<file path="config.mk">
export PLATFORM = sky130hd
export DESIGN_NAME = covariance_matrix_stream
export DESIGN_NICKNAME = d
export VERILOG_FILES = /design/src/rtl/covariance_matrix_stream.sv
export SDC_FILE = /design/constraint.sdc
export NUM_CORES = 2
export LEC_CHECK = 0
export CAP_MARGIN = 5
export CORE_MARGIN = 2
export CORE_UTILIZATION = 45
export CTS_CLUSTER_DIAMETER = 100
export DETAILED_ROUTE_END_ITERATION = 10
export PLACE_DENSITY = 0.71
export SLEW_MARGIN = 20
export SYNTH_ARGS = -nofsm -noshare
export SYNTH_HDL_FRONTEND = slang
export SYNTH_SLANG_ARGS = --single-unit
</file>
<file path="constraint.sdc">
create_clock -name clk -period 31.7 [get_ports clk]
set_input_delay 6.34 -clock clk [delete_from_list [all_inputs] [get_ports clk]]
set_output_delay 6.34 -clock clk [all_outputs]
set_load 0.03 [all_outputs]
</file>
<file path="src/rtl/covariance_matrix_stream.sv">
// covariance_matrix_stream
// Accumulates the upper-triangle outer products din[i]*din[j] (i<=j) of a
// stream of multi-channel signed samples over frames of acc_len samples, then
// serialises the frame totals row-major through a valid/ready readout port.
//
// Pipeline: sample accepted at edge E0 -> product registers (E0) ->
// accumulators (E1) -> readout bank load (E2) -> dout_valid from the next cycle.
//
// Ports
//   clk, rst_n      rising-edge clock, synchronous active-low reset
//   din             N_INPUTS signed channels, channel k at [k*DIN_WIDTH +: DIN_WIDTH]
//   din_valid       sample qualifier (no backpressure on the input side)
//   acc_len         frame length, latched on the first sample of a frame (0 acts as 1)
//   dout            covariance term, dout_index its row-major triangle index
//   dout_valid/dout_ready/dout_last  readout handshake, last marks the final term
//   overflow        sticky: a frame closed while the readout was still busy
//   saturated       sticky: an accumulator clipped
//   dbg_state       readout FSM state (0 = IDLE, 1 = SEND)
//
// Handshake: a word transfers on a cycle where dout_valid && dout_ready; while
// dout_valid && !dout_ready, dout/dout_index/dout_last hold their values and
// dout_valid stays high until the transfer happens.
module covariance_matrix_stream #(
  parameter int DIN_WIDTH = 8,
  parameter int N_INPUTS  = 4,
  parameter int ACC_WIDTH = 32,
  parameter int LEN_WIDTH = 16,
  localparam int N_OUTPUTS = N_INPUTS * (N_INPUTS + 1) / 2,
  localparam int IDX_WIDTH = (N_OUTPUTS > 1) ? $clog2(N_OUTPUTS) : 1
) (
  input  logic                          clk,
  input  logic                          rst_n,
  input  logic [N_INPUTS*DIN_WIDTH-1:0] din,
  input  logic                          din_valid,
  input  logic [LEN_WIDTH-1:0]          acc_len,
  output logic [ACC_WIDTH-1:0]          dout,
  output logic [IDX_WIDTH-1:0]          dout_index,
  output logic                          dout_valid,
  input  logic                          dout_ready,
  output logic                          dout_last,
  output logic                          overflow,
  output logic                          saturated,
  output logic                          dbg_state
);

  localparam int PW = 2 * DIN_WIDTH;

  typedef enum logic {IDLE = 1'b0, SEND = 1'b1} state_t;

  // Channel unpacking
  logic signed [DIN_WIDTH-1:0] ch [N_INPUTS];
  for (genvar g = 0; g < N_INPUTS; g++) begin : g_ch
    assign ch[g] = din[g*DIN_WIDTH +: DIN_WIDTH];
  end

  // Frame counting
  logic [LEN_WIDTH-1:0] cnt_q, len_q, eff_len_d;
  logic                 frame_end_d;

  // A new frame starts whenever the counter is at zero; its length comes
  // straight from the port, later samples use the latched copy.
  always_comb begin
    eff_len_d = len_q;
    if (cnt_q == '0) eff_len_d = (acc_len == '0) ? LEN_WIDTH'(1) : acc_len;
    frame_end_d = ((cnt_q + LEN_WIDTH'(1)) == eff_len_d);
  end

  // Product stage
  logic signed [PW-1:0] prod_d [N_OUTPUTS];
  logic signed [PW-1:0] prod_q [N_OUTPUTS];
  logic                 prod_valid_q, prod_first_q, prod_last_q;

  always_comb begin
    int k;
    k = 0;
    for (int n = 0; n < N_OUTPUTS; n++) prod_d[n] = '0;
    for (int i = 0; i < N_INPUTS; i++) begin
      for (int j = i; j < N_INPUTS; j++) begin
        prod_d[k] = PW'(ch[i]) * PW'(ch[j]);
        k++;
      end
    end
  end

  // Accumulator stage with signed saturation
  logic [ACC_WIDTH-1:0] acc_d [N_OUTPUTS];
  logic [ACC_WIDTH-1:0] acc_q [N_OUTPUTS];
  logic                 acc_last_q;
  logic                 sat_d;

  always_comb begin
    sat_d = 1'b0;
    for (int k = 0; k < N_OUTPUTS; k++) begin : g_acc
      logic [ACC_WIDTH-1:0] base;
      logic [ACC_WIDTH:0]   sum;
      // The first product of a frame replaces the old total.
      base = prod_first_q ? '0 : acc_q[k];
      sum  = {base[ACC_WIDTH-1], base}
           + {{(ACC_WIDTH + 1 - PW){prod_q[k][PW-1]}}, prod_q[k]};
      acc_d[k] = sum[ACC_WIDTH-1:0];
      // Disagreeing top two bits means the true sum left the ACC_WIDTH range.
      if (sum[ACC_WIDTH] != sum[ACC_WIDTH-1]) begin
        sat_d    = 1'b1;
        acc_d[k] = sum[ACC_WIDTH] ? {1'b1, {(ACC_WIDTH-1){1'b0}}}
                                  : {1'b0, {(ACC_WIDTH-1){1'b1}}};
      end
    end
  end

  // Readout
  state_t               state_q;
  logic [ACC_WIDTH-1:0] bank_q [N_OUTPUTS];
  logic [IDX_WIDTH-1:0] idx_q;
  logic                 overflow_q, saturated_q;

  always_ff @(posedge clk) begin
    if (!rst_n) begin
      cnt_q        <= '0;
      len_q        <= '0;
      prod_valid_q <= 1'b0;
      prod_first_q <= 1'b0;
      prod_last_q  <= 1'b0;
      acc_last_q   <= 1'b0;
      state_q      <= IDLE;
      idx_q        <= '0;
      overflow_q   <= 1'b0;
      saturated_q  <= 1'b0;
      for (int k = 0; k < N_OUTPUTS; k++) begin
        prod_q[k] <= '0;
        acc_q[k]  <= '0;
        bank_q[k] <= '0;
      end
    end else begin
      // Sample acceptance and product registers
      prod_valid_q <= din_valid;
      prod_first_q <= din_valid && (cnt_q == '0);
      prod_last_q  <= din_valid && frame_end_d;
      if (din_valid) begin
        if (cnt_q == '0) len_q <= eff_len_d;
        cnt_q <= frame_end_d ? '0 : cnt_q + LEN_WIDTH'(1);
        for (int k = 0; k < N_OUTPUTS; k++) prod_q[k] <= prod_d[k];
      end

      // Accumulation
      acc_last_q <= prod_valid_q && prod_last_q;
      if (prod_valid_q) begin
        for (int k = 0; k < N_OUTPUTS; k++) acc_q[k] <= acc_d[k];
        if (sat_d) saturated_q <= 1'b1;
      end

      // Readout FSM
      case (state_q)
        IDLE: begin
          if (acc_last_q) begin
            for (int k = 0; k < N_OUTPUTS; k++) bank_q[k] <= acc_q[k];
            idx_q   <= '0;
            state_q <= SEND;
          end
        end
        SEND: begin
          // A frame closing now is lost, even on the final-transfer cycle.
          if (acc_last_q) overflow_q <= 1'b1;
          if (dout_ready) begin
            if (idx_q == IDX_WIDTH'(N_OUTPUTS - 1)) begin
              idx_q   <= '0;
              state_q <= IDLE;
            end else begin
              idx_q <= idx_q + IDX_WIDTH'(1);
            end
          end
        end
        default: state_q <= IDLE;
      endcase
    end
  end

  assign dout       = bank_q[idx_q];
  assign dout_index = idx_q;
  assign dout_valid = (state_q == SEND);
  assign dout_last  = (state_q == SEND) && (idx_q == IDX_WIDTH'(N_OUTPUTS - 1));
  assign overflow   = overflow_q;
  assign saturated  = saturated_q;
  assign dbg_state  = (state_q == SEND);

endmodule

</file>
==> run metrics <==
number of buffers created by CTS 95; Yosys warnings 0; synthesized netlist cell count 7346; number of hold-repair buffers added at the cts stage 0; first-pass iteration count of the detailed router 6; syn_area_per_cell 10.1 µm²; count of input and output buffers 92; vias in the first global route 53200; flop and latch count out of synthesis 843; number of enable-type register cells in the synthesized netlist 796; cell repeated most along the worst path fa_1; Cell Rows 149; overall track demand over capacity in global routing 22.2%; Hold Startpoint len_q[9]; insertion delay of the later-clocked pin in the worst-skew pair 0.71 ns; Final ANT Viol Nets 0; routed via count 53100; worst flop-to-flop path endpoint acc_q[0][162]; Crit. End Element register; required time of the worst setup path 32.19 ns; sum of negative setup slack 0 ns; number of distinct library cells after synthesis 99; beginning of the worst register-to-register path prod_first_q; clock period minus worst slack 11.58 ns; post-route DRC violation count 0; number of pins with negative max-slew slack in the final report 0; horizontal die dimension 410 µm; area delta synth->final 8.29%; nets in the synthesized netlist 8519; antenna violations before repair 13; category of cells accounting for the largest share of critical-path delay adder cells; CP Class input port to register; number of buffers inserted by post-CTS setup repair 0; Final HPWL DP 134 mm; share of post-route cells with drive strength above 1 5.04%; portion of the clock cycle consumed by the worst path in the final layout 36.5%; die area 168000 µm²; peak fanout along the critical path 26; data arrival at the endpoint of the critical path 12.07 ns; hold violation count in the final report 0; largest net degree at the start of global routing 271; transition time of the tightest slew-check pin 1.17 ns; status finished clean; peak supply drop 41.8 µV; drt initial violations 4394; proportion of synthesized chip area in sequential cells 33.4%; gp weighted congestion 0.923; class of the most critical hold timing path register to register; number of buffers on the longest clock path 3; final core utilization 48.9%; cells taking the most area after synthesis edfxtp_1 32%, fa_1 14%, ha_1 10%; final worst clock skew 0.0395 ns; Avg WL per Cell 19.6 µm; unrepaired setup endpoints after global routing false; cell area after synthesis 74300 µm²; final WL 187 mm; Post-Layout Inst Area 80400 µm²; Setup violations, final 0; number of levels in the clock H-tree 3; startpoint types input port; area share of the leading cell type in the synthesized netlist 32.2%; fillers 14800; Final Total Pwr 5.83 mW; count of maximum capacitance violations 0; Reg2Reg Depth 16; Worst R2R Setup Slack 23.80 ns; routed vias/inst 5.57; io pins 93; slew margin rel. 21.8%; Fmax achieved 86.4 MHz; Layout Nets 8446; global-route wire length before repair 297 mm; effective utilization at floorplan 45.2%; Worst Hold Path EP len_q[9]; clock-pin slew of the registers on the worst-case setup and hold paths 0.07 ns; total buffers and inverters traversed by the critical path 5; FFs w/ async S/R, synth 0%; Yosys top cell by area edfxtp_1; smallest hold slack 0.465 ns; delay of the slowest cell on the worst path 0.53 ns; top flip-flop cell by instance count after synthesis edfxtp_1; slowest stage cell on the critical path clkinv_1; worst hold path depth 2; leakage power 34.8 nW; placed cell areas 77300 µm²; remaining global-route overflow 0; clock tree from TritonCTS built; CTS Sinks 843; critical path, cell by cell clkdlybuf4s50_1 > buf_4 > clkinv_1 > nor2_1 > fa_1 > inv_1 > fa_1 > inv_1 > fa_1 > fa_1 > ha_1 > a21boi_0 > o21ai_0 > a21boi_0 > o21ai_0 > a21oi_1 > o21ai_0 > nor3b_1 > nor3_1; CORE AREA 164000 µm²; count of instances resized after the clock tree is built 0; root buffer cell clkbuf_16; PwrDens 72.5 nW/µm²; Chip Height 410 µm
## kinds of logic after synthesis
family / after synthesis / share of synthesized area, %
xor+xnor: 410 / 4.88
flops: 843 / 33.4
simple gates: 2162 / 16.0
compound gates: 1522 / 12.8
mux: 120 / 2.70
buf+inv: 1168 / 6.01
fa+ha+maj: 1121 / 24.2
## registers in the layout, summed over array words and instances, names as in the netlist, 4 cells and up, named ones only
register,count
acc_q,320
bank_q,320
cnt_q,16
dout_index,4
len_q,16
prod_q,156
## layer usage
metal | global-route usage (%) | share of wire [%]
met1 | 31.3 | 45
met2 | 34.8 | 45
met3 | 3.42 | 7.2
met4 | 7.89 | 3.5
met5 | 0 | 0.048
## power by group
| part | internal, mW | leakage [nW] | switching (mW) | total [mW] |
|---|---|---|---|---|
| clock | 0.643 | 1.51 | 0.493 | 1.14 |
| sequential | 1.44 | 8.78 | 0.163 | 1.60 |
| combinational | 1.29 | 24.5 | 1.80 | 3.09 |
## through the flow
stage / setup WS (ns) / cells
floorplan: 7.33 / 7346
global placement: 19.56 / 9365
detailed placement: 19.47 / 9365
CTS: 20.21 / 9536
global route: 19.74 / 9536
finish: 20.12 / 9539
## worst reg2reg max path: cells and delay by family (launching register included)
family | cells | cell delay, ns
buffers and inverters | 4 | 3.04
AO/OA/AOI/OAI | 8 | 1.90
adder cells (fa/ha/maj) | 1 | 0.38
flip-flops | 1 | 1.03
multiplexers | 1 | 0.21
AND/OR/NAND/NOR | 2 | 0.97
## layout by cell type, fill, tap and decap left out, types with 15 or more instances in the layout
cell type / synthesis / layout
dfxtp_1: 47 / 42
and2_1: 640 / 640
a21boi_0: 67 / 67
a21oi_1: 363 / 362
nor2b_1: 401 / 401
clkinv_2: 0 / 16
a21o_1: 160 / 160
o21ai_1: 19 / 15
or3_1: 28 / 28
o211ai_1: 26 / 26
nand4_1: 27 / 27
or2_2: 19 / 19
nor2_1: 252 / 252
nand3_1: 59 / 57
nor4_1: 15 / 15
and3_1: 80 / 80
mux4_2: 64 / 64
nor3_1: 117 / 117
xnor2_1: 241 / 241
clkdlybuf4s50_1: 0 / 91
clkbuf_16: 0 / 96
a31oi_1: 23 / 23
o21bai_1: 48 / 48
ha_1: 599 / 599
o21a_1: 50 / 50
buf_4: 5 / 71
nand2b_1: 69 / 68
o31ai_1: 60 / 58
nor3b_1: 23 / 22
o21ai_0: 483 / 482
mux2i_1: 54 / 54
a211oi_1: 74 / 74
a2111oi_0: 18 / 18
edfxtp_1: 796 / 796
xor2_1: 166 / 166
nand2_1: 382 / 380
inv_1: 832 / 831
fa_1: 522 / 522
## area by class of cell
class | count | area [µm²] | share of cell area [%]
Timing Repair Buffer | 165 | 1490 | 1.85
Tap cell | 2189 | 2740 | 3.40
Antenna cell | 3 | 7.51 | 0.00933
Inverter | 833 | 3130 | 3.89
Sequential cell | 843 | 24900 | 30.9
Clock inverter | 63 | 721 | 0.896
Multi-Input combinational cell | 5335 | 45000 | 56.0
Clock buffer | 108 | 2450 | 3.04
## worst max path at each step
stage / end / startpoint / cells past startpoint
after global placement: prod_q[2][14] / din[5] / 19
after CTS: prod_q[1][15] / din[5] / 18
final: prod_q[2][14] / din[5] / 19
after detailed placement: prod_q[1][15] / din[5] / 18
after floorplan: bank_q[0][0] / dbg_state / 2
after global routing: prod_q[2][14] / din[5] / 19
## cell usage after synthesis (12+ instances only)
cell,number
clkbuf_1,282
nand2_1,382
a31oi_1,23
buf_1,12
and2_1,640
xnor2_1,241
a21boi_0,67
o21a_1,50
or2_2,19
inv_1,832
o31ai_1,60
nor3_1,117
nor2_1,252
nand4_1,27
o211ai_1,26
a21o_1,160
nand3_1,59
a211oi_1,74
o21bai_1,48
a21oi_1,363
dfxtp_1,47
nand2b_1,69
xor2_1,166
buf_2,29
nor2b_1,401
nor3b_1,23
mux4_2,64
fa_1,522
and4_1,14
edfxtp_1,796
o21ai_1,19
mux2i_1,54
ha_1,599
and3_1,80
a2111oi_0,18
or3_1,28
nor4_1,15
o21ai_0,483
(Power assumes the default switching activity.)
